<file path="config.mk">
export PLATFORM = sky130hd
export DESIGN_NAME = bcd_updown_counter
export DESIGN_NICKNAME = d
export VERILOG_FILES = /design/src/rtl/bcd_updown_counter.sv
export SDC_FILE = /design/constraint.sdc
export NUM_CORES = 1
export LEC_CHECK = 0
export BUFFER_PORTS_ARGS = -buffer_cell sky130_fd_sc_hd__buf_2
export CAP_MARGIN = 20
export CORE_MARGIN = 5
export CORE_UTILIZATION = 35
export DETAILED_ROUTE_END_ITERATION = 7
export GPL_ROUTABILITY_DRIVEN = 0
export PLACE_DENSITY = 0.55
export SETUP_SLACK_MARGIN = 0.15
export SYNTH_ARGS = -nofsm -noshare
export SYNTH_HDL_FRONTEND = slang
export SYNTH_SLANG_ARGS = --single-unit
</file>
<file path="constraint.sdc">
create_clock -name clk -period 2.7 [get_ports clk]
set_input_delay 0.54 -clock clk [delete_from_list [all_inputs] [get_ports clk]]
set_output_delay 0.54 -clock clk [all_outputs]
set_load 0.02 [all_outputs]
</file>
<file path="src/rtl/bcd_updown_counter.sv">
// Multi-digit modulo-MOD up/down counter with clear, clamped parallel load,
// optional saturation, a registered full-count wrap pulse and a sticky overflow flag.
module bcd_updown_counter #(
  parameter int NDIGITS  = 4,
  parameter int MOD      = 10,
  parameter bit SATURATE = 1'b0
) (
  input  logic                 clk,
  input  logic                 rst,
  input  logic                 en,
  input  logic                 clr,
  input  logic                 load,
  input  logic                 up,
  input  logic [4*NDIGITS-1:0] load_val,
  output logic [4*NDIGITS-1:0] count,
  output logic                 wrap,
  output logic                 at_max,
  output logic                 at_min,
  output logic                 ovf
);

  localparam int         W    = 4 * NDIGITS;
  localparam logic [3:0] DMAX = 4'(MOD - 1);
  localparam logic [4:0] DLIM = 5'(MOD);

  logic [NDIGITS-1:0] dig_max;
  logic [NDIGITS-1:0] dig_min;
  logic [W-1:0]       count_inc;
  logic [W-1:0]       count_dec;
  logic [W-1:0]       load_clamped;
  logic               full;

  always_comb begin
    for (int i = 0; i < NDIGITS; i++) begin
      dig_max[i] = (count[4*i +: 4] == DMAX);
      dig_min[i] = (count[4*i +: 4] == 4'd0);
    end
  end

  assign at_max = &dig_max;
  assign at_min = &dig_min;
  assign full   = up ? at_max : at_min;

  // Ripple carry/borrow resolved combinationally so every digit settles in one edge.
  always_comb begin
    logic       carry;
    logic       borrow;
    logic [3:0] d;
    logic [3:0] ld;
    count_inc    = count;
    count_dec    = count;
    load_clamped = '0;
    carry        = 1'b1;
    borrow       = 1'b1;
    d            = 4'd0;
    ld           = 4'd0;
    for (int i = 0; i < NDIGITS; i++) begin
      d = count[4*i +: 4];
      if (carry)
        count_inc[4*i +: 4] = dig_max[i] ? 4'd0 : d + 4'd1;
      if (borrow)
        count_dec[4*i +: 4] = dig_min[i] ? DMAX : d - 4'd1;
      carry  = carry & dig_max[i];
      borrow = borrow & dig_min[i];
      ld = load_val[4*i +: 4];
      load_clamped[4*i +: 4] = ({1'b0, ld} >= DLIM) ? DMAX : ld;
    end
  end

  always_ff @(negedge clk or negedge rst) begin
    if (!rst) begin
      count <= '0;
      wrap  <= 1'b0;
      ovf   <= 1'b0;
    end else if (clr) begin
      count <= '0;
      wrap  <= 1'b0;
      ovf   <= 1'b0;
    end else if (load) begin
      count <= load_clamped;
      wrap  <= 1'b0;
    end else if (en) begin
      if (full && SATURATE) begin
        wrap <= 1'b0;
        ovf  <= 1'b1;
      end else begin
        count <= up ? count_inc : count_dec;
        wrap  <= full;
        if (full)
          ovf <= 1'b1;
      end
    end else begin
      wrap <= 1'b0;
    end
  end

endmodule
</file>
==> results.txt <==
- CTS built an H-tree with a depth of 1.
- After routing the design area is 0.00320 mm^2.
* Placed standard-cell area: 0.00255 mm^2
- Synthesis produced 226 cells.
- The worst register-to-register path ends at count[13].
* Setup repair after global routing missed its margin: yes
- Post-layout worst setup margin: -0.877 ns
* Die outline width: 81.7 um
* Die area: 0.00667 mm^2
- Critical Path RT: 2.16 ns
* Number of enable flip-flop cells after synthesis: 0
* Cell with the largest stage delay on the worst path: sky130_fd_sc_hd__or4_4
* Power density over cell area: 329 mW/mm^2
- Across the VDD grid, the largest voltage drop is 0.209 mV.
- Router iterations before antenna repair: 4
- The count of pins over their slew limit is 0.
* Final antenna-violating net count: 0
- Each instance of the synthesized netlist takes up on average 7.96 um^2.
- CTS hold repair buffers: 0
* Cell at the root of the clock tree: sky130_fd_sc_hd__clkbuf_8
- For this run, the slowest stage of the critical path takes 0.56 ns.
- Final routed DRC violation total: 0
- Total Routing Usage GR: 17.8%
- Result of the run: finished, violations left
* Placed wire-length estimate after detailed placement: 4120 um
- Distinct cell type count of the synthesized netlist: 57
* Vias in the first global route: 1,947
* Per-cell routed wire length: 14.5 um
* Number of rows created at floorplan: 26
* Worst setup slack after placement: -0.645 ns
- The initial antenna violation count is 0.
* Clock network latency to the later pin of the worst-skew pair: 0.27 ns
- Adding up every negative setup slack in the final design gives -5.02 ns.
* Post-CTS clock slew at the launch and capture registers of the worst setup and hold paths: 0.05 ns
- The routed layout has 2,108 vias.
- Sequential-to-total area share from yosys stat: 25.0%
- For the worst flop-to-flop path, the logic depth is 7.
* Diode insertion count for antenna repair: 0
- The signal on the critical path passes through or4_4 -> nor4_4 -> buf_4.
* Leakage dissipation: 1.42 nW
* Overflow left after global routing: 0
* Max-capacitance violation count: 0
* Nature of the critical path endpoint: output pin
- Clock Path Buffers: 2
* Initial detailed-routing violation count: 90
- The number of buffers and inverters on the critical path is 1.
* Class of the worst hold path: reg -> reg
* Chip Height: 81.7 um
- Pin placement for this block handled 42 I/O pins.
- Total core area: 0.00504 mm^2
- The final layout contains routed wiring with a total length of 5910 um.
- Worst-case hold slack: 0.578 ns
- Setup violations remaining at the end of the flow were counted as 23.
- Of all flip-flops after synthesis, the portion carrying an async set or reset was 100%.
- TritonCTS clock tree: yes
* Count of cell instances traversed by the critical path: 3
- Worst-Margin Slew: 0.445 ns
- Relative slew margins: 70.3%
- The number of clock buffers added by TritonCTS is 3.
* Layout area overhead: 78.0%
- CTS saw 18 sinks.
- Endpoint of the most critical setup path: at_min
- Critical Path Fanout Max: 2
* Number of nets in the layout: 367
- Family of cells with the greatest summed delay on the critical path: simple AND/OR/NAND/NOR gates
* Synthesized flop and latch total: 18
* Largest net degree at the start of global routing: 19
- Tracing the worst setup path back leads to its startpoint at count[9].
- Final setup skew: 0.00230 ns
- Number of standard cells in the final layout excluding fillers: 407
- Beginning of the worst register-to-register path: count[0]
- First-pass GRT wire length: 9230 um
- Number of synthesis warnings: 0
* Area of the mapped netlist: 0.00180 mm^2
* Prevailing post-synth register cell: sky130_fd_sc_hd__dfrtn_1
- Placed cell count: 380
- Setup slack of the worst register-to-register path: 0.65 ns
* Layout Utilization: 63.5%
- STA puts the critical path data arrival time at 3.04 ns.
- The number of nets in the synthesized netlist is 255.
- For this configuration, the core starts out at a cell density of 35.7%.
* Total power after layout: 1.05 mW
* Number of port buffers: 41
- CP Class: reg -> out
* Vias per cell: 5.18
* Setup crit start kind: flop
* Number of endpoints with negative hold slack in the final report: 0
- The final reports fail on setup timing.
* Share of cells above drive strength 1: 53.1%
-- worst min path at each step --
stage	from	slack (ns)	cells after the start	endpoint
2_1_floorplan	ovf	0.62	2	ovf
3_3_place_gp	ovf	0.50	2	ovf
3_5_place_dp	ovf	0.52	2	ovf
4_1_cts	ovf	0.55	2	ovf
5_1_grt	ovf	0.61	2	ovf
6_report	ovf	0.58	2	ovf
-- sequential cells by signal (all words and copies together), names as in the netlist --
register,flops
count,16
wrap,1
ovf,1
-- cells in the mapped netlist, types with 3 or more instances --
library cell | count | area share (%)
sky130_fd_sc_hd__inv_1 | 8 | 1.7
sky130_fd_sc_hd__o22ai_1 | 3 | 1.0
sky130_fd_sc_hd__xnor2_1 | 5 | 2.4
sky130_fd_sc_hd__nand3_1 | 7 | 1.9
sky130_fd_sc_hd__a221oi_1 | 3 | 1.5
sky130_fd_sc_hd__nand3b_1 | 6 | 2.5
sky130_fd_sc_hd__a21oi_1 | 17 | 4.7
sky130_fd_sc_hd__buf_4 | 4 | 1.7
sky130_fd_sc_hd__a31oi_1 | 5 | 1.7
sky130_fd_sc_hd__clkbuf_1 | 13 | 2.7
sky130_fd_sc_hd__nor2_1 | 19 | 4.0
sky130_fd_sc_hd__o21ai_0 | 18 | 5.0
sky130_fd_sc_hd__nor3_1 | 6 | 1.7
sky130_fd_sc_hd__ha_1 | 7 | 4.9
sky130_fd_sc_hd__mux2i_1 | 4 | 2.2
sky130_fd_sc_hd__nand2_1 | 10 | 2.1
sky130_fd_sc_hd__and3_1 | 4 | 1.4
sky130_fd_sc_hd__nand2b_1 | 8 | 2.8
sky130_fd_sc_hd__o211ai_1 | 4 | 1.7
sky130_fd_sc_hd__nor2b_1 | 8 | 2.8
sky130_fd_sc_hd__dfrtn_1 | 18 | 25
sky130_fd_sc_hd__nor3b_1 | 4 | 1.7
sky130_fd_sc_hd__or3_1 | 3 | 1.0
-- placed cells by master, fill, tap and decap left out, types with 3 or more instances in the layout --
cell and count:
sky130_fd_sc_hd__nand2b_1 7, sky130_fd_sc_hd__or2_4 3, sky130_fd_sc_hd__nor3_2 3, sky130_fd_sc_hd__nand2_1 7, sky130_fd_sc_hd__buf_8 5, sky130_fd_sc_hd__a21oi_1 12, sky130_fd_sc_hd__nand3b_1 6, sky130_fd_sc_hd__nor2_1 18
sky130_fd_sc_hd__and3_1 3, sky130_fd_sc_hd__buf_4 63, sky130_fd_sc_hd__ha_1 6, sky130_fd_sc_hd__xnor2_1 5, sky130_fd_sc_hd__nor2b_1 6, sky130_fd_sc_hd__o21ai_0 9, sky130_fd_sc_hd__a31oi_1 5, sky130_fd_sc_hd__nand3_1 4
sky130_fd_sc_hd__mux2i_1 4, sky130_fd_sc_hd__inv_1 8, sky130_fd_sc_hd__clkbuf_8 4, sky130_fd_sc_hd__o21ai_1 7, sky130_fd_sc_hd__a21oi_2 4, sky130_fd_sc_hd__buf_2 19, sky130_fd_sc_hd__a221oi_2 3, sky130_fd_sc_hd__nor3b_1 3
sky130_fd_sc_hd__dfrtn_1 18, sky130_fd_sc_hd__o211ai_1 4, sky130_fd_sc_hd__buf_6 39, sky130_fd_sc_hd__o22ai_1 3, sky130_fd_sc_hd__or3_1 3
-- repair_timing --
item / 4_1_cts / 5_1_grt
resized for setup: 95 / 20
pin swaps: 23 / 13
buffers inserted: 14 / 9
setup endpoints to repair: 35 / 34
-- area by class of cell --
type | instances | area (um^2)
inverters | 8 | 30.0
flip-flops and latches | 18 | 450
well taps | 70 | 87.6
clock buffers | 4 | 55.1
fillers | 441 | 1840
repair buffers | 128 | 1120
multi-input cells | 179 | 1460
-- report_power, final --
group | switching [mW] | leakage, nW | internal, mW | total (mW)
combinational | 0.240 | 1.15 | 0.275 | 0.515
sequential | 0.0138 | 0.239 | 0.288 | 0.302
clock | 0.107 | 0.0288 | 0.130 | 0.237
-- worst register-to-register path: cells and delay by family, from the launching register on --
kind | cells | cell delay, ns
AO/OA/AOI/OAI | 3 | 0.70
adder cells (fa/ha/maj) | 1 | 0.18
buffers and inverters | 1 | 0.16
flip-flops | 1 | 0.45
AND/OR/NAND/NOR | 2 | 0.40
-- layer usage --
layer | wire, um | part of all wire [%] | track usage (%) | vias to the layer above
met5 | 0 | 0 | 0 | -
met4 | 57 | 0.96 | 4.82 | 0
met3 | 199 | 3.4 | 2.19 | 6
met2 | 2960 | 50 | 31.1 | 36
met1 | 2690 | 46 | 23.1 | 1011
li1 | - | - | - | 1055
-- cells by family after synthesis --
family,Yosys count,synth area share [%]
muxes,5,2.85
xor gates and xnor gates,6,2.92
AOI/OAI and AO/OA,72,26.9
DFF,18,25.0
and+or+nand+nor,89,29.6
adders and majority gates,7,4.87
buffers and inverters,29,7.86
No activity file was read; power rests on OpenSTA's default activity.
